==> src/rtl/sqr_pkg.sv <==
// sqr_pkg: state encoding and result-width helper for the sequential squarer.
package sqr_pkg;
    typedef enum logic [1:0] {IDLE = 2'd0, CALC = 2'd1, DONE = 2'd2} state_e;
    function automatic int sq_w(input int zsize);
        return 2 * zsize;
    endfunction
endpackage

==> src/rtl/sqr_seq_if.sv <==
// sqr_seq_if: operand/result valid-ready streams of sqr_seq.
// SQR_SEQ_REM_EN adds the sqrt remainder input and the illegal-remainder flag.
interface sqr_seq_if
    import sqr_pkg::*;
#(
    parameter int ZSIZE = 4
) ();
    logic                   in_valid;
    logic                   in_ready;
    logic [ZSIZE-1:0]       in_z;
    logic                   out_valid;
    logic                   out_ready;
    logic [sq_w(ZSIZE)-1:0] out_sq;
    logic                   busy;
`ifdef SQR_SEQ_REM_EN
    logic [ZSIZE:0]         in_rem;
    logic                   out_err;
    modport master (output in_valid, in_z, in_rem, out_ready,
                    input in_ready, out_valid, out_sq, out_err, busy);
    modport slave (input in_valid, in_z, in_rem, out_ready,
                   output in_ready, out_valid, out_sq, out_err, busy);
`else
    modport master (output in_valid, in_z, out_ready,
                    input in_ready, out_valid, out_sq, busy);
    modport slave (input in_valid, in_z, out_ready,
                   output in_ready, out_valid, out_sq, busy);
`endif
endinterface

==> src/rtl/sqr_step.sv <==
// sqr_step: one MSB-first squaring step; adding root bit i grows v^2 by (v<<(i+1)) + 4^i.
module sqr_step
    import sqr_pkg::*;
#(
    parameter int ZSIZE = 4
) (
    input  logic [sq_w(ZSIZE)-1:0]   acc_i,
    input  logic [ZSIZE-1:0]         v_i,
    input  logic [$clog2(ZSIZE)-1:0] i_i,
    input  logic                     zbit_i,
    output logic [sq_w(ZSIZE)-1:0]   acc_next_o,
    output logic [ZSIZE-1:0]         v_next_o
);
    localparam int W = sq_w(ZSIZE);
    logic [W-1:0] term;
    // v only holds bits above i, so the two parts never overlap and OR equals add
    assign term = ((W'(v_i) << i_i) << 1) | (W'(1) << {i_i, 1'b0});
    assign acc_next_o = zbit_i ? acc_i + term : acc_i;
    assign v_next_o = zbit_i ? v_i | (ZSIZE'(1) << i_i) : v_i;
endmodule

==> src/rtl/sqr_seq.sv <==
// sqr_seq: sequential squarer, one root bit per clock, valid/ready on both sides.
// SQR_SEQ_REM_EN seeds the accumulator with the sqrt remainder and flags illegal ones.
module sqr_seq
    import sqr_pkg::*;
#(
    parameter int ZSIZE = 4
) (
    input logic      clk,
    input logic      rst_n,
    sqr_seq_if.slave bus
);
    localparam int W  = sq_w(ZSIZE);
    localparam int CW = $clog2(ZSIZE);
    state_e           state_q;
    logic [ZSIZE-1:0] z_q, v_q, v_d;
    logic [W-1:0]     acc_q, acc_d, acc_init, out_sq_q;
    logic [CW-1:0]    cnt_q;
    logic             in_ready_q, out_valid_q, accept, last;
    assign accept = state_q == IDLE && bus.in_valid && in_ready_q;
    assign last = state_q == CALC && cnt_q == '0;
    sqr_step #(.ZSIZE(ZSIZE)) u_step (
        .acc_i(acc_q), .v_i(v_q), .i_i(cnt_q), .zbit_i(z_q[cnt_q]),
        .acc_next_o(acc_d), .v_next_o(v_d)
    );
`ifdef SQR_SEQ_REM_EN
    logic err_q, out_err_q;
    assign acc_init = W'(bus.in_rem);
    assign bus.out_err = out_err_q;
    always_ff @(posedge clk or negedge rst_n) begin
        if (!rst_n) begin
            err_q <= 1'b0;
            out_err_q <= 1'b0;
        end else begin
            if (accept) err_q <= bus.in_rem > {bus.in_z, 1'b0};
            if (last) out_err_q <= err_q;
        end
    end
`else
    assign acc_init = '0;
`endif
    always_ff @(posedge clk or negedge rst_n) begin
        if (!rst_n) begin
            state_q <= IDLE;
            z_q <= '0;
            v_q <= '0;
            acc_q <= '0;
            cnt_q <= '0;
            out_sq_q <= '0;
            in_ready_q <= 1'b0;
            out_valid_q <= 1'b0;
        end else begin
            case (state_q)
                IDLE: begin
                    in_ready_q <= !accept;
                    if (accept) begin
                        z_q <= bus.in_z;
                        acc_q <= acc_init;
                        v_q <= '0;
                        cnt_q <= CW'(ZSIZE - 1);
                        state_q <= CALC;
                    end
                end
                CALC: begin
                    acc_q <= acc_d;
                    v_q <= v_d;
                    cnt_q <= cnt_q - 1'b1;
                    if (last) begin
                        out_sq_q <= acc_d;
                        out_valid_q <= 1'b1;
                        state_q <= DONE;
                    end
                end
                DONE: begin
                    if (bus.out_ready) begin
                        out_valid_q <= 1'b0;
                        in_ready_q <= 1'b1;
                        state_q <= IDLE;
                    end
                end
                default: state_q <= IDLE;
            endcase
        end
    end
    assign bus.in_ready = in_ready_q;
    assign bus.out_valid = out_valid_q;
    assign bus.out_sq = out_sq_q;
    assign bus.busy = state_q != IDLE;
endmodule

==> src/flat_wrapper.sv <==
// flat-port wrapper written by rule: the top's interface ports become plain ports
module sqr_seq_flat import sqr_pkg::*;
#(
    parameter int ZSIZE = 4
)
  (clk, rst_n, bus_in_valid, bus_in_z, bus_out_ready, bus_in_ready, bus_out_valid, bus_out_sq, bus_busy);
  sqr_seq_if #(.ZSIZE(ZSIZE)) bus_i ();
  input logic clk;
  input logic rst_n;
  input wire logic [$bits(bus_i.in_valid)-1:0] bus_in_valid;
  input wire logic [$bits(bus_i.in_z)-1:0] bus_in_z;
  input wire logic [$bits(bus_i.out_ready)-1:0] bus_out_ready;
  output wire logic [$bits(bus_i.in_ready)-1:0] bus_in_ready;
  output wire logic [$bits(bus_i.out_valid)-1:0] bus_out_valid;
  output wire logic [$bits(bus_i.out_sq)-1:0] bus_out_sq;
  output wire logic [$bits(bus_i.busy)-1:0] bus_busy;
  assign bus_i.in_valid = bus_in_valid;
  assign bus_i.in_z = bus_in_z;
  assign bus_i.out_ready = bus_out_ready;
  assign bus_in_ready = bus_i.in_ready;
  assign bus_out_valid = bus_i.out_valid;
  assign bus_out_sq = bus_i.out_sq;
  assign bus_busy = bus_i.busy;
  sqr_seq #(.ZSIZE(ZSIZE)) u_core (.clk(clk), .rst_n(rst_n), .bus(bus_i));
endmodule
==> config.mk <==
export PLATFORM = sky130hd
export DESIGN_NAME = sqr_seq_flat
export DESIGN_NICKNAME = d
export VERILOG_FILES = /design/src/rtl/sqr_pkg.sv /design/src/rtl/sqr_seq_if.sv /design/src/rtl/sqr_step.sv /design/src/rtl/sqr_seq.sv /design/src/flat_wrapper.sv
export SDC_FILE = /design/constraint.sdc
export NUM_CORES = 1
export LEC_CHECK = 0
export CORE_ASPECT_RATIO = 1.4
export CORE_UTILIZATION = 50
export DETAILED_ROUTE_END_ITERATION = 12
export HOLD_SLACK_MARGIN = 0.1
export PLACE_DENSITY_LB_ADDON = 0.2
export REMOVE_ABC_BUFFERS = 1
export SYNTH_ARGS = -nofsm -noshare
export SYNTH_HDL_FRONTEND = slang
export SYNTH_SLANG_ARGS = --single-unit
==> constraint.sdc <==
create_clock -name clk -period 2.6 [get_ports clk]
set_clock_uncertainty 0.1 [all_clocks]
set_input_delay 0.52 -clock clk [delete_from_list [all_inputs] [get_ports clk]]
set_output_delay 0.52 -clock clk [all_outputs]
set_load 0.05 [all_outputs]
* Yosys cells after proc, flatten, opt, wreduce, memory -nomap -nowiden
Index checks and enable logic that the tools add are counted.
** Word-level totals
- Flip-flop bits (word level) :: 30
- Input port bits :: 8
- Output and inout port bits :: 11
- Word-level logic and storage cells :: 58
** Cells by class
- $add $sub $neg :: 2
- Magnitude comparators :: 1
- Equality and inequality tests :: 6
- Shifts and indexed selects :: 3
- Mux-type cells :: 19
- Bitwise gates (word level) :: 2
- Reduce and logical (&&, ||, !) cells :: 17
** Operators with widths (number)
- 2-to-1 mux 8 bit :: 2
- case mux 8 bit (2 select lines) :: 1
- AND reduction 3 bit :: 3
- adder 8 bit :: 1
- 2-to-1 mux 2 bit :: 4
- 2-to-1 mux 4 bit :: 2
- bitwise OR 8 bit :: 1
- case mux 4 bit (2 select lines) :: 1
- AND reduction 2 bit :: 4
- nonzero test 2 bit :: 4
- << shifter 1 x 3 -> 8 bit (first input constant) :: 1
- << shifter 4 x 2 -> 7 bit :: 1
- case mux 2 bit (3 select lines) :: 1
- zero test 2 bit :: 2
- 2-to-1 mux 1 bit :: 4
- inequality test 2 x 1 -> 1 bit (second input constant) :: 2
- inequality test 2 bit (second input constant) :: 2
- bitwise OR 4 bit :: 1
- case mux 1 bit (2 select lines) :: 2
- case mux 2 bit (2 select lines) :: 1
- << shifter 1 x 2 -> 4 bit (first input constant) :: 1
- logical AND 1 bit :: 3
- less-than comparator 2 x 3 -> 1 bit (second input constant) :: 1
- binary-select mux 1 bit (select 2 bit) :: 1
- 4 further kinds :: 4

* Logic depth before layout (Yosys ltp)
Gate-level depths: netlist (run 1).
- Depth in word-level cells :: 5
- Mapped depth :: 11
- Gate-level depth less buffers :: 10

* By module
A second synthesis (run 1) with hierarchy kept.
** Second synthesis, totals
- Cell total of the unflattened synthesis :: 165
- Area total of the unflattened synthesis :: 1819.2 µm²
** By module, submodules not included
- sqr_seq :: instances 1, cells each 81, area an instance 1222.4 µm², seq. area each 750.7 µm²
- sqr_step :: instances 1, cells each 84, area an instance 596.8 µm², seq. area each 0.0 µm²

* Worst setup path after synthesis (run 1)
No wires, ideal clock.
- Path kind :: reg2reg
- From :: register u_core.cnt_q[0]
- To :: register u_core.acc_q[6]
- Setup time :: 0.128 ns
- Arrival :: 2.357 ns
- Data required time :: 2.372 ns
- Path slack :: 0.015 ns
- Cell stages (with the launch flop) :: 10
- Buffers on the path :: 1
- Period minus slack after synthesis :: 2.585 ns
- Path through :: dfrtp_1 -> clkbuf_1 -> inv_1 -> ha_1 -> ha_1 -> fa_1 -> a21o_1 -> a41oi_1 -> xor2_1 -> o21ai_0
** On the way
- Longest elaborated chain between the ends :: 5
- Elaborated cells on any way between the ends :: 8
- Classes of those cells :: 1 x add/sub; 2 x shift; 4 x mux; 1 x bitwise
** Ends and longest elaborated chain
- start, declared :: line sqr_seq.sv:17 : logic [CW-1:0] cnt_q;
- start signal, assigned :: line sqr_seq.sv:59 : cnt_q <= CW'(ZSIZE - 1);
- start signal, assigned :: line sqr_seq.sv:66 : cnt_q <= cnt_q - 1'b1;
- << shifter 4 x 2 -> 7 bit or << shifter 1 x 3 -> 8 bit (tied branches) :: line sqr_step.sv:17 : assign term = ((W'(v_i) << i_i) << 1) | (W'(1) << {i_i, 1'b0});
- bitwise OR 8 bit :: line sqr_step.sv:17
- adder 8 bit :: line sqr_step.sv:18 : assign acc_next_o = zbit_i ? acc_i + term : acc_i;
- 2-to-1 mux 8 bit * :: line sqr_step.sv:18
- case mux 8 bit (2 select lines) * :: line sqr_seq.sv:52 : case (state_q)
- end signal, assigned :: line sqr_seq.sv:57 : acc_q <= acc_init;
- end, declared :: line sqr_seq.sv:16 : logic [W-1:0] acc_q, acc_d, acc_init, out_sq_q;
Mark *: on every way between the ends. The rest lies on a longest branch, timed or not. The select of a mux whose other input is x is not followed.
A chain may end at the register's enable or synchronous reset.

* Worst setup path after layout (run 1)
- From :: register u_core.cnt_q[0]
- To :: register u_core.out_sq_q[4] (netlist: u_core.bus.out_sq[4])
** On the way
- Longest elaborated chain between the ends :: 4
- Elaborated cells on any way between the ends :: 10
- Classes of those cells :: 1 x add/sub; 2 x shift; 3 x mux; 1 x bitwise; 3 x reduce/logical
** Ends and longest elaborated chain
- << shifter 4 x 2 -> 7 bit or << shifter 1 x 3 -> 8 bit (tied branches) :: line sqr_step.sv:17
- bitwise OR 8 bit :: line sqr_step.sv:17
- adder 8 bit :: line sqr_step.sv:18
- 2-to-1 mux 8 bit :: line sqr_step.sv:18
- end signal, assigned :: line sqr_seq.sv:48 : out_sq_q <= '0;
- end signal, assigned :: line sqr_seq.sv:68 : out_sq_q <= acc_d;
- end, declared :: line sqr_seq.sv:16
Parallel ways exist; a longest one is shown, timed or not. The select of a mux whose other input is x is not followed.

==> reports/results.ini, run 1 <==
[worst_hold_path]
hp-class = register to register
worstHoldStart = u_core.z_q[1]
min_delay_path_depth = 2
hold-path-endpoint = u_core.z_q[1]

[timing]
fmaxAchievable_mhz = 403
finalHoldViolations = 0
period_needed_ps = 2480
setup_violations = 0
fin_ws_ps = 117
hold_slack_ps = 373
slew_headroom_pct = 62.1
worstMarginPinSlew_ps = 567
final_max_slew_viol_count = 0
timing.final.crit_share_pct = 95.5

[worst_setup_path]
r2r-end = u_core.bus.out_sq[4]
crit_start = u_core.cnt_q[0]
crit_path_end_kind = register
cp_max_fo = 6
reg2regPathDepth = 9
critPathKind = register to register
crit_required_ps = 2650
startpoint_type = register
r2r_slack_ps = 120
crit_arrival_ps = 2530
regToRegStartpoint = u_core.cnt_q[0]

[layout]
syn2layout_area_growth_pct = 20.8
utilization_pct = 63.3
num_antenna_cells = 0
drive_above_1_share_pct = 15.8
layout_commonest_cell = nand2_1
fin_nets = 234
final_cell_area_um2 = 2140
final_cell_mix = 36 x nand2_1, 28 x dfrtp_1, 18 x o21ai_0, 18 x clkdlybuf4s50_1, 13 x nand3_1

[global_route]
globalRoute.busiestLayer = met2
grt_antenna_before_repair = 0
use_met3_pct = 7.76
grt_pass1_vias = 1456
grt_overflow = 0
grt_max_degree = 31
grt.met2_usage_pct = 40.9
grt_pass1_wl_um = 6330
grt_use_met1_pct = 23.6
grt.total_usage_pct = 23.2

[clock_tree]
postCtsHoldBufs = 0
clk_pin_slew_ps = 60
clock_latency_ps = 280
cts_buffers = 5
root_buffer = clkbuf_8
cts_tree = yes
cts_max_level = 2
cts_buffer_depth = 2
cts_sinks = 30

[power]
p_leak_uw = 0.00102
power_uw = 3030
power_density_nw_per_um2 = 1420
vdd_ir_drop_max_uv = 988

[place]
place.gp.congestion = 0.937
placed_area_um2 = 2000
dp_slack_ps = -1.26
io_buffers = 18
hpwl_um = 2740

[yosys]
yosysUniqueCellTypes = 34
synth_edf_count = 0
syn_avg_cell_area_um2 = 9.42
async_flop_share_pct = 100
synth_top_flop_cell = dfrtp_1
synth-seq-cells = 30
yosysSeqAreaShare_pct = 42.4
syn-cell-area_um2 = 1770
yosysWarnings = 0
syn_inst = 188

[floorplan]
num_rows = 25
fp.dieW_um = 52.3
coreArea_um2 = 3380
die_area_um2 = 3790
start_util_pct = 52.4
dieHeight_um = 72.4
io_pins = 19

[drt]
wire_per_inst_um = 15.0
wirelength_um = 3840
drt_iter0_markers = 28
drc = 0
vias = 1445
antenna_left = 0
dr.pass1.iters = 5
via_per_inst = 5.67

[status]
status = finished, final reports clean

[job]
drv_cap = 0

layer usage:
metal	up-vias	wire, um	part of all wire [%]
met5	-	0	0
met4	0	146	3.8
met3	15	163	4.2
met2	45	2080	54
met1	689	1440	38
li1	696	-	-
registers in the layout, summed over array words and instances, names as in the netlist:
signal and flops:
u_core.acc_q 8, u_core.bus.in_ready 1, u_core.bus.out_sq 8, u_core.bus.out_valid 1
u_core.cnt_q 2, u_core.state_q 2, u_core.v_q 4, u_core.z_q 4
metrics by stage:
step	TNS, ps	std cells
after floorplan	0	180
final	0	255
after CTS	0	252
after detailed placement	-1.26	244
after global placement	0	244
after global routing	-17.0	255
how the worst max path moves through the flow:
stage,slack [ps],end,cells after the start
after detailed placement,-1,u_core.bus.out_sq[4],9
after CTS,10,u_core.bus.out_sq[7],9
after global routing,-10,u_core.acc_q[7],10
after floorplan,150,u_core.acc_q[6],8
after global placement,70,u_core.bus.out_sq[4],9
final,120,u_core.bus.out_sq[4],9
Yosys cell counts (all sizes together) (3+ instances only):
cell / number / area [um^2]
nand3: 13 / 65.1
o21bai: 3 / 22.5
buf: 6 / 42.5
nor2: 10 / 37.5
xor2: 3 / 26.3
ha: 11 / 138
dfrtp: 30 / 751
inv: 3 / 11.3
a21oi: 13 / 76.3
nand2: 36 / 135
o21ai: 20 / 100
mux2i: 9 / 90.1
nor3b: 3 / 32.5
xnor2: 4 / 35.0
area by class of cell:
cell class | instances | area [um^2]
Clock buffer | 6 | 82.6
Clock inverter | 2 | 12.5
Fill cell | 288 | 1240
Inverter | 3 | 11.3
Multi-Input combinational cell | 147 | 977
Sequential cell | 30 | 753
Tap cell | 40 | 50.0
Timing Repair Buffer | 27 | 253
power by group:
part           total, uW  internal [uW]  leakage [uW]  switching, uW
clock                392            212     0.0000472            180
combinational       1800            711      0.000595           1090
sequential           832            662      0.000381            171
kinds of logic after synthesis:
group / count (synthesis) / share of synthesized area, %
DFF: 30 / 42.4
muxes: 12 / 7.63
adders and majority gates: 12 / 8.90
and+or+nand+nor: 74 / 19.6
buffers and inverters: 11 / 3.46
AOI/OAI and AO/OA: 42 / 14.5
xor gates and xnor gates: 7 / 3.46
critical path, stage by stage (launching register included):
cell and delay [ps]:
dfrtp_2 420, inv_1 100, ha_1 230, ha_1 230, fa_1 420, a21o_1 210, a21oi_1 210, xnor2_1 100
mux2i_1 210, o21ai_0 110
repair_timing:
item                                    CTS  global route
endpoints found under the setup margin    1             7
pin swaps                                 0             1
gates resized for setup                   1             6
setup buffers                             0             3
(Power assumes the default switching activity.)
==> run 2, diff against run 1 <==
--- a/config.mk
+++ b/config.mk
@@ -6,7 +6,7 @@
 export NUM_CORES = 1
 export LEC_CHECK = 0
 export CORE_ASPECT_RATIO = 1.4
-export CORE_UTILIZATION = 50
+export CORE_UTILIZATION = 40
 export DETAILED_ROUTE_END_ITERATION = 12
 export HOLD_SLACK_MARGIN = 0.1
 export PLACE_DENSITY_LB_ADDON = 0.2
==> run 2 against run 1 <==
Effect of this change: design area grew 2.6%; flip-flop and latch count stayed put; non-clock buffer count rose by 1; clock-buffer cell count fell by 1; total power is 4.0% higher; via count fell by 3.3%; critical path depth stayed put; maximum frequency up 1.4%; core utilization fell by 12 points; worst hold slack gained 2.0 ps; largest cell class unchanged.
==> reports/results.ini, run 2 (synthesis results as in run 1) <==
[status]
status = finished, final reports clean

[timing]
fin_ws_ps = 151  ; +34.9 ps
tns_ps = 0  ; unchanged
finalHoldViolations = 0  ; unchanged
worstMarginPinSlew_ps = 601  ; +33.8 ps
slew_headroom_pct = 59.9  ; -2.3 points
fmaxAchievable_mhz = 408  ; +1.4%
setup_violations = 0  ; unchanged
rsz0062_at_grt = false
timing.final.crit_share_pct = 94.2  ; -1.3 points
final_max_slew_viol_count = 0  ; unchanged
period_needed_ps = 2450  ; -34.9 ps

[floorplan]
die_area_um2 = 4700  ; +24%
fp.dieW_um = 58.2  ; +11%
dieHeight_um = 80.7  ; +11%
io_pins = 19  ; unchanged
coreArea_um2 = 4240  ; +25%
start_util_pct = 41.8  ; -11 points
num_rows = 28  ; +12%

[place]
placed_area_um2 = 2030  ; +1.6%
hpwl_um = 2720  ; -0.63%
place.gp.congestion = 0.828  ; -12%
dp_slack_ps = 13.1  ; +14.4 ps
io_buffers = 18  ; unchanged

[clock_tree]
cts_max_level = 2  ; unchanged
clock_latency_ps = 280  ; about the same
cts_sinks = 30  ; unchanged
cts_tree = yes
clk_pin_slew_ps = 70  ; about the same
cts_buffers = 5  ; unchanged
postCtsHoldBufs = 0  ; unchanged
root_buffer = clkbuf_8
cts_buffer_depth = 2  ; unchanged

[global_route]
grt_antenna_before_repair = 0  ; unchanged
grt.total_usage_pct = 18.4  ; -4.8 points
grt_pass1_vias = 1465  ; +0.62%
grt_max_degree = 31  ; unchanged
grt_pass1_wl_um = 6480  ; +2.4%
grt_overflow = 0  ; unchanged

[power]
power_density_nw_per_um2 = 1430  ; +1.3%
power_uw = 3150  ; +4.0%
vdd_ir_drop_max_uv = 630  ; -36%
p_leak_uw = 0.00102  ; about the same

[layout]
syn2layout_area_growth_pct = 24.0
num_antenna_cells = 0  ; unchanged
drive_above_1_share_pct = 16.7  ; +0.85 points
utilization_pct = 51.8  ; -12 points
nFillCells = 395  ; +37%
layout_commonest_cell = nand2_1
fin_nets = 235  ; +0.43%
seqCellArea_um2 = 753  ; unchanged
final_cell_mix = 36 x nand2_1, 28 x dfrtp_1, 18 x o21ai_0, 18 x clkdlybuf4s50_1, 13 x nand3_1
final_cell_area_um2 = 2200  ; +2.6%
multiInputGateArea_um2 = 987  ; +1.0%

[drt]
wire_per_inst_um = 13.7  ; -9.1%
drc = 0  ; unchanged
dr.pass1.iters = 4  ; -1
wirelength_um = 3780  ; -1.6%
via_per_inst = 5.06  ; -11%
vias = 1397  ; -3.3%
drt_iter0_markers = 51  ; +82%
antenna_left = 0  ; unchanged

[worst_setup_path]
crit_path_end_kind = register
crit_path_frequent_cell = nand2_1
crit_start = u_core.cnt_q[1]
crit_arrival_ps = 2520  ; about the same
cp_slowest_cell = dfrtp_2
regToRegStartpoint = u_core.cnt_q[1]
critPathKind = register to register
cp_num_buf_inv = 0  ; -1
crit_family = compound AO/OA/AOI/OAI gates
cp_max_fo = 7  ; +1
crit_required_ps = 2670  ; +20 ps
slowest_delay_ps = 410  ; about the same
startpoint_type = register
path_cells = mux2_2 -> nand2_1 -> o21ai_0 -> ha_1 -> a21oi_1 -> nand2_1 -> a211oi_4 -> mux2i_1 -> a211o_1

[job]
drv_cap = 0  ; unchanged

[worst_hold_path]
hp-class = register to register
worstHoldStart = u_core.z_q[1]

==> run 2: power breakdown <==
group          switching (uW)  internal [uW]
clock network             187            285
logic                    1090            751
registers                 173            662
==> run 2: routing by layer <==
metal / wire (um) / share of wire [%] / vias to the layer above / track usage (%)
li1: - / - / 702 / -
met1: 1530 / 41 / 667 / 19.8
met2: 2080 / 55 / 24 / 34.4
met3: 101 / 2.7 / 4 / 3.54
met4: 70 / 1.9 / 0 / 7.86
met5: 0 / 0 / - / 0
==> run 2: area by class of cell <==
type / instances / area share, %
Clock buffer: 5 / 3.13
Clock inverter: 3 / 2.05
Inverter: 3 / 0.513
Multi-Input combinational cell: 147 / 45.0
Sequential cell: 30 / 34.3
Tap cell: 60 / 3.42
Timing Repair Buffer: 28 / 11.6
==> run 2: worst reg2reg max path: stages, from the launching register on <==
cell      delay (ps)
dfrtp_2          410
mux2_2           350
nand2_1           60
o21ai_0           80
ha_1             380
a21oi_1          170
nand2_1          120
a211oi_4         270
mux2i_1          110
a211o_1          280
==> run 2: metrics by stage <==
stage / hold WS, ps / instances
2_1_floorplan: 124 / 180
4_1_cts: 382 / 273
3_5_place_dp: 364 / 265
6_report: 375 / 276
3_3_place_gp: 360 / 265
5_1_grt: 409 / 276
==> run 2: path summary, 6_finish.rpt <==
| path | end | depth (start not counted) | slack, ps |
|---|---|---|---|
| max | u_core.bus.out_sq[7] | 9 | 150 |
| min | u_core.z_q[1] | 2 | 380 |
| max reg2reg | u_core.bus.out_sq[7] | 9 | 150 |
| min reg2reg | u_core.z_q[1] | 2 | 380 |
| max in group asynchronous | u_core.cnt_q[0] | 2 | 1580 |
| min in group asynchronous | u_core.bus.out_sq[1] | 2 | 520 |
==> run 2: what timing repair did <==
item                                    in CTS  in global routing
setup buffers                                0                  3
endpoints found under the setup margin       3                  6
gates resized for setup                      2                  5
cloned                                       0                  0
pin swaps                                    0                  1
==> run 3, diff against run 2 <==
--- a/config.mk
+++ b/config.mk
@@ -11,6 +11,8 @@
 export HOLD_SLACK_MARGIN = 0.1
 export PLACE_DENSITY_LB_ADDON = 0.2
 export REMOVE_ABC_BUFFERS = 1
+export SLEW_MARGIN = 15
 export SYNTH_ARGS = -nofsm -noshare
 export SYNTH_HDL_FRONTEND = slang
 export SYNTH_SLANG_ARGS = --single-unit
+export TNS_END_PERCENT = 20
==> constraint.sdc (replaced) <==
create_clock -name clk -period 2.6 [get_ports clk]
set_clock_uncertainty 0.1 [all_clocks]
set_input_delay 0.26 -clock clk [delete_from_list [all_inputs] [get_ports clk]]
set_output_delay 0.26 -clock clk [all_outputs]
set_load 0.05 [all_outputs]
==> run 3 against run 2 <==
Effect of this change: flip-flop and latch count did not move; setup slack got worse by 58 ps; via count rose by 1.4%; clock-buffer cell count did not move; largest cell class unchanged.
==> reports/results.ini, run 3 (synthesis results as in run 1) <==
[timing]
tns_ps = 0  ; unchanged
setup_violations = 0  ; unchanged
finalHoldViolations = 0  ; unchanged
final_max_slew_viol_count = 0  ; unchanged
slew_headroom_pct = 53.8  ; -6.0 points
period_needed_ps = 2510  ; +57.6 ps
hold_slack_ps = 254  ; -121 ps
fmaxAchievable_mhz = 399  ; -2.3%
worstMarginPinSlew_ps = 690  ; +89.6 ps
fin_ws_ps = 93.8  ; -57.6 ps
timing.final.crit_share_pct = 96.4  ; +2.2 points

[place]
dp_slack_ps = -17.0  ; -30.1 ps
io_buffers = 18  ; unchanged
place.gp.congestion = 0.832  ; +0.50%
hpwl_um = 2780  ; +2.0%

[clock_tree]
cts_tree = yes
cts_buffer_depth = 2  ; unchanged
postCtsHoldBufs = 0  ; unchanged
clock_latency_ps = 290  ; about the same
cts_max_level = 2  ; unchanged
root_buffer = clkbuf_8
cts_sinks = 30  ; unchanged
cts_buffers = 5  ; unchanged
clk_pin_slew_ps = 70  ; about the same

[global_route]
grt_antenna_before_repair = 0  ; unchanged
grt_pass1_vias = 1439  ; -1.8%
grt.total_usage_pct = 18.5  ; +0.098 points
grt_overflow = 0  ; unchanged
grt_pass1_wl_um = 6530  ; +0.85%
grt_max_degree = 31  ; unchanged

[layout]
syn2layout_area_growth_pct = 23.4
drive_above_1_share_pct = 16.7  ; unchanged
utilization_pct = 51.5  ; -0.27 points
final_cell_mix = 36 x nand2_1, 28 x dfrtp_1, 18 x o21ai_0, 18 x clkdlybuf4s50_1, 13 x nand3_1
fin_nets = 235  ; unchanged
layout_commonest_cell = nand2_1
num_antenna_cells = 0  ; unchanged

[power]
switching_share_pct = 45.9  ; -0.19 points
power_uw = 3130  ; -0.64%
p_seq_share_pct = 26.6  ; about the same
p_leak_uw = 0.00102  ; -0.69%
power_density_nw_per_um2 = 1430  ; -0.13%
p_int_uw = 1690  ; -0.29%
clock_power_share_pct = 15.2  ; +0.2 points
net-switching-power_uw = 1440  ; -1.1%
vdd_ir_drop_max_uv = 898  ; +43%
combPwrFrac_pct = 58.2  ; -0.3 points

[worst_setup_path]
reg2regPathDepth = 10  ; +1
cp_max_fo = 7  ; unchanged
r2r-end = u_core.bus.out_sq[7]
regToRegStartpoint = u_core.cnt_q[0]
crit_path_end_kind = register
crit_arrival_ps = 2580  ; +60 ps
crit_required_ps = 2670  ; about the same
startpoint_type = register
r2r_slack_ps = 90  ; -60 ps
critPathKind = register to register

[floorplan]
coreArea_um2 = 4240  ; unchanged
num_rows = 28  ; unchanged
die_area_um2 = 4700  ; unchanged
dieHeight_um = 80.7  ; unchanged
start_util_pct = 41.8  ; unchanged
fp.dieW_um = 58.2  ; unchanged
io_pins = 19  ; unchanged

[drt]
via_per_inst = 5.13  ; +1.4%
dr.pass1.iters = 4  ; unchanged
antenna_left = 0  ; unchanged
vias = 1416  ; +1.4%
wire_per_inst_um = 13.7  ; unchanged
wirelength_um = 3780  ; unchanged
drc = 0  ; unchanged
drt_iter0_markers = 44  ; -14%

[status]
status = finished, final reports clean

[worst_hold_path]
hp-class = input pin to asynchronous set/reset pin

[job]
drv_cap = 0  ; unchanged

==> run 3: through the flow <==
step                      cell area [um^2]  cells
after floorplan                       1720    180
after global placement                2020    264
after detailed placement              2020    264
after CTS                             2140    272
after global routing                  2180    276
final                                 2180    276
==> run 3: power groups by stage <==
| stage | logic, uW | clock network, uW | registers (uW) |
|---|---|---|---|
| after floorplan | 1020 | 0 | 1030 |
| after global placement | 1700 | 0 | 830 |
| after detailed placement | 1730 | 0 | 845 |
| after CTS | 1740 | 480 | 838 |
| after global routing | 2010 | 498 | 862 |
| final | 1820 | 476 | 832 |
==> run 3: routing by layer <==
metal | part of all wire, % | up-vias | GRT usage [%]
li1 | - | 704 | -
met4 | 1.7 | 0 | 7.14
met2 | 54 | 35 | 33.7
met3 | 4.1 | 5 | 3.38
met1 | 40 | 672 | 21.1
met5 | 0 | - | 0
==> run 3: how the worst max path moves through the flow <==
stage                     from                    to  slack [ps]  cells after the start
6_report       u_core.cnt_q[0]  u_core.bus.out_sq[7]          90                     10
5_1_grt        u_core.cnt_q[0]  u_core.bus.out_sq[7]          -2                     10
4_1_cts        u_core.cnt_q[1]  u_core.bus.out_sq[7]          20                      9
3_5_place_dp   u_core.cnt_q[0]  u_core.bus.out_sq[4]         -20                      9
3_3_place_gp   u_core.cnt_q[0]  u_core.bus.out_sq[4]          40                      9
2_1_floorplan  u_core.cnt_q[0]       u_core.acc_q[6]         150                      8
==> run 3: layout make-up <==
class	count	area (um^2)
Clock buffer	5	68.8
Clock inverter	3	45.0
Sequential cell	30	753
Timing Repair Buffer	28	255
Multi-Input combinational cell	147	976
Inverter	3	11.3
Fill cell	394	2050
Tap cell	60	75.1
==> run 3: timing repair <==
item                       CTS  global route
pin swaps                    0             1
buffers inserted             0             4
setup endpoints to repair    2             6
gates resized for setup      1             5
==> run 3: critical path: stages (launching register included) <==
cell      delay [ps]
dfrtp_2          450
buf_4            150
buf_4            140
ha_1             210
o21bai_1         160
ha_1             330
nand3_1           90
nor3_1            60
a211oi_2         310
mux2i_1          130
a211o_1          270
==> RTL edit, RTL diff (settings of run 2) <==
`ZSIZE` is set to 4 in 4 places; all go to 8.
--- a/src/rtl/sqr_seq_if.sv
+++ b/src/rtl/sqr_seq_if.sv
@@ -3,7 +3,7 @@
 interface sqr_seq_if
     import sqr_pkg::*;
 #(
-    parameter int ZSIZE = 4
+    parameter int ZSIZE = 8
 ) ();
     logic                   in_valid;
     logic                   in_ready;
--- a/src/rtl/sqr_step.sv
+++ b/src/rtl/sqr_step.sv
@@ -2,7 +2,7 @@
 module sqr_step
     import sqr_pkg::*;
 #(
-    parameter int ZSIZE = 4
+    parameter int ZSIZE = 8
 ) (
     input  logic [sq_w(ZSIZE)-1:0]   acc_i,
     input  logic [ZSIZE-1:0]         v_i,
--- a/src/rtl/sqr_seq.sv
+++ b/src/rtl/sqr_seq.sv
@@ -3,7 +3,7 @@
 module sqr_seq
     import sqr_pkg::*;
 #(
-    parameter int ZSIZE = 4
+    parameter int ZSIZE = 8
 ) (
     input logic      clk,
     input logic      rst_n,
--- a/src/flat_wrapper.sv
+++ b/src/flat_wrapper.sv
@@ -1,7 +1,7 @@
 // flat-port wrapper written by rule: the top's interface ports become plain ports
 module sqr_seq_flat import sqr_pkg::*;
 #(
-    parameter int ZSIZE = 4
+    parameter int ZSIZE = 8
 )
   (clk, rst_n, bus_in_valid, bus_in_z, bus_out_ready, bus_in_ready, bus_out_valid, bus_out_sq, bus_busy);
   sqr_seq_if #(.ZSIZE(ZSIZE)) bus_i ();
Ports: changed (resized bus_in_z and bus_out_sq); port bits go from 19 to 31. No check against the original RTL was run, so the function may have changed too.
==> RTL edit against run 2 <==
Synthesized area is 95% higher; design area is 120% higher; worst setup slack worse by 0.52 ns; highest routed layer unchanged; the run now ends with negative setup slack left; core utilization is 8.0 points higher; wire length is 140% higher; combinational power grew to 2.9 times the old value; sequential cell count is 25 higher; critical endpoint is now u_core.acc_q[14]; maximum frequency is 17% lower; power is 140% higher.
==> RTL edit: results (changes against run 2) <==
| Metric | Value |
|---|---|
| Status | complete, but fails checks |
| Failing checks | negative setup slack |
| Wirelength per Cell | 15.18 um (+11%) |
| Signal inverters | 7 (+4) |
| Sequential area share after synthesis | 0.3981 (-0.02591) |
| Switch share | 0.4626 (+0.001490) |
| Root Driver | clkbuf_16 |
| Synth Area in XOR/XNOR | 0.03294 (-0.001694) |
| GP Congestion | 0.8634 (+4.3%) |
| Fillers | 741 (+88%) |
| First-pass GRT wire length | 15.33 mm (+140%) |
| Synth area leaders | dfrtp_1 (40%), nand2_1 (8.1%), ha_1 (8.0%) |
| Multiplexer share of the synthesized area | 0.07854 (+0.002213) |
| Rel. slew slack | 0.5695 (-0.02902) |
| Footprint of the multi-input gates | 2287 um2 (+130%) |
| PortBufs | 30 (+12) |
| HPWL after detailed placement | 6.607 mm (+140%) |
| Setup WS post-layout | -0.3649 ns (-0.5163 ns) |
| Compound-Gate Fraction of Synth Area | 0.1759 (+0.03102) |
| Leak pwr | 2.305 nW (+130%) |
| Vias in the first global route | 3256 (+120%) |
| DR iter-0 viols | 109 (+110%) |
| Number of placed instances, taps included | 590 (+120%) |
| Synth Instances | 400 (+110%) |
| Buffering overhead | 0.1905 (+0.07422) |
| Post-Synth Adder-Cell Area | 0.08541 (-0.003632) |
| Largest fanout on the critical path | 6 (-1) |
| Via/cell ratio | 5.297 (+4.7%) |
| Signal buffers | 110 (+290%) |
| Synth async-reset ratio | 1.000 (unchanged) |
| Sequential cell area share | 0.2792 (-0.06379) |
| Tot GR Track Use | 0.2216 (+0.03754) |
| GR Util met3 | 0.02951 (-0.005919) |
| Top cells by count, synth | nand2_1 (75), dfrtp_1 (55), nor2_1 (44) |
| Pre-CTS setup slack | -0.4676 ns (-0.4807 ns) |
| Peak supply drop | 0.9304 mV (+48%) |
| Clock buf/inv share | 0.03500 (-0.01685) |
| Multi-input logic portion of the cell area | 0.4636 (+0.01403) |
| Skew-Pair Late Insertion Delay | 0.30 ns (+0.02 ns) |
| Layout cells sized above 1 | 0.3040 (+0.1373) |
| Largest net degree at the start of global routing | 30 (-3.2%) |
| Final Setup Violations | 18 (+18) |
| Antenna violations before repair | 0 (unchanged) |
| Tapcells | 102 (+70%) |
| Multi-input comb cells | 320 (+120%) |
| Yosys cell types | 44 (+29%) |
| TNS Setup | -3.692 ns (-3.692 ns) |
| #FFs+latches synth | 55 (+83%) |
| Placed cell areas | 4375 um2 (+120%) |
RTL edit: cell types whose count changed after synthesis, moves of 5 or more:
cell / run 2 / this run
ha_1: 11 / 22
nand2_1: 36 / 75
o21a_1: 0 / 6
dfrtp_1: 30 / 55
clkbuf_1: 2 / 11
a21oi_1: 10 / 32
nor2_1: 10 / 44
a31oi_1: 0 / 8
nand3_1: 13 / 18
mux2i_1: 9 / 17
o21ai_1: 1 / 22
RTL edit: power by group through the flow:
stage | sequential (W) | combinational [W] | clock [W]
after global placement | 0.00149 | 0.00458 | 0
after floorplan | 0.00192 | 0.00230 | 0
after detailed placement | 0.00150 | 0.00462 | 0
after global routing | 0.00156 | 0.00585 | 0.000846
after CTS | 0.00149 | 0.00494 | 0.000815
final | 0.00150 | 0.00539 | 0.000798
RTL edit: path summary, 6_finish.rpt:
kind | from | endpoint | slack [ns] | cells past startpoint
max | u_core.cnt_q[1] | u_core.acc_q[14] | -0.36 | 13
min | rst_n | u_core.bus.out_sq[0] | 0.13 | 1
max reg2reg | u_core.cnt_q[1] | u_core.acc_q[14] | -0.36 | 13
min reg2reg | u_core.z_q[5] | u_core.z_q[5] | 0.38 | 2
max in group asynchronous | rst_n | u_core.cnt_q[1] | 1.67 | 2
min in group clk | u_core.z_q[5] | u_core.z_q[5] | 0.38 | 2
RTL edit: routing by layer:
| metal | share of wire | vias to the layer above |
|---|---|---|
| met5 | 0 | - |
| met4 | 0.013 | 0 |
| met3 | 0.016 | 6 |
| met2 | 0.54 | 34 |
| met1 | 0.44 | 1551 |
| li1 | - | 1598 |
RTL edit: repair_timing:
| item | in CTS | in global routing |
|---|---|---|
| cloned | 0 | 0 |
| pin swaps | 11 | 20 |
| resized for setup | 39 | 41 |
| setup endpoints to repair | 20 | 22 |
| setup buffers | 2 | 3 |
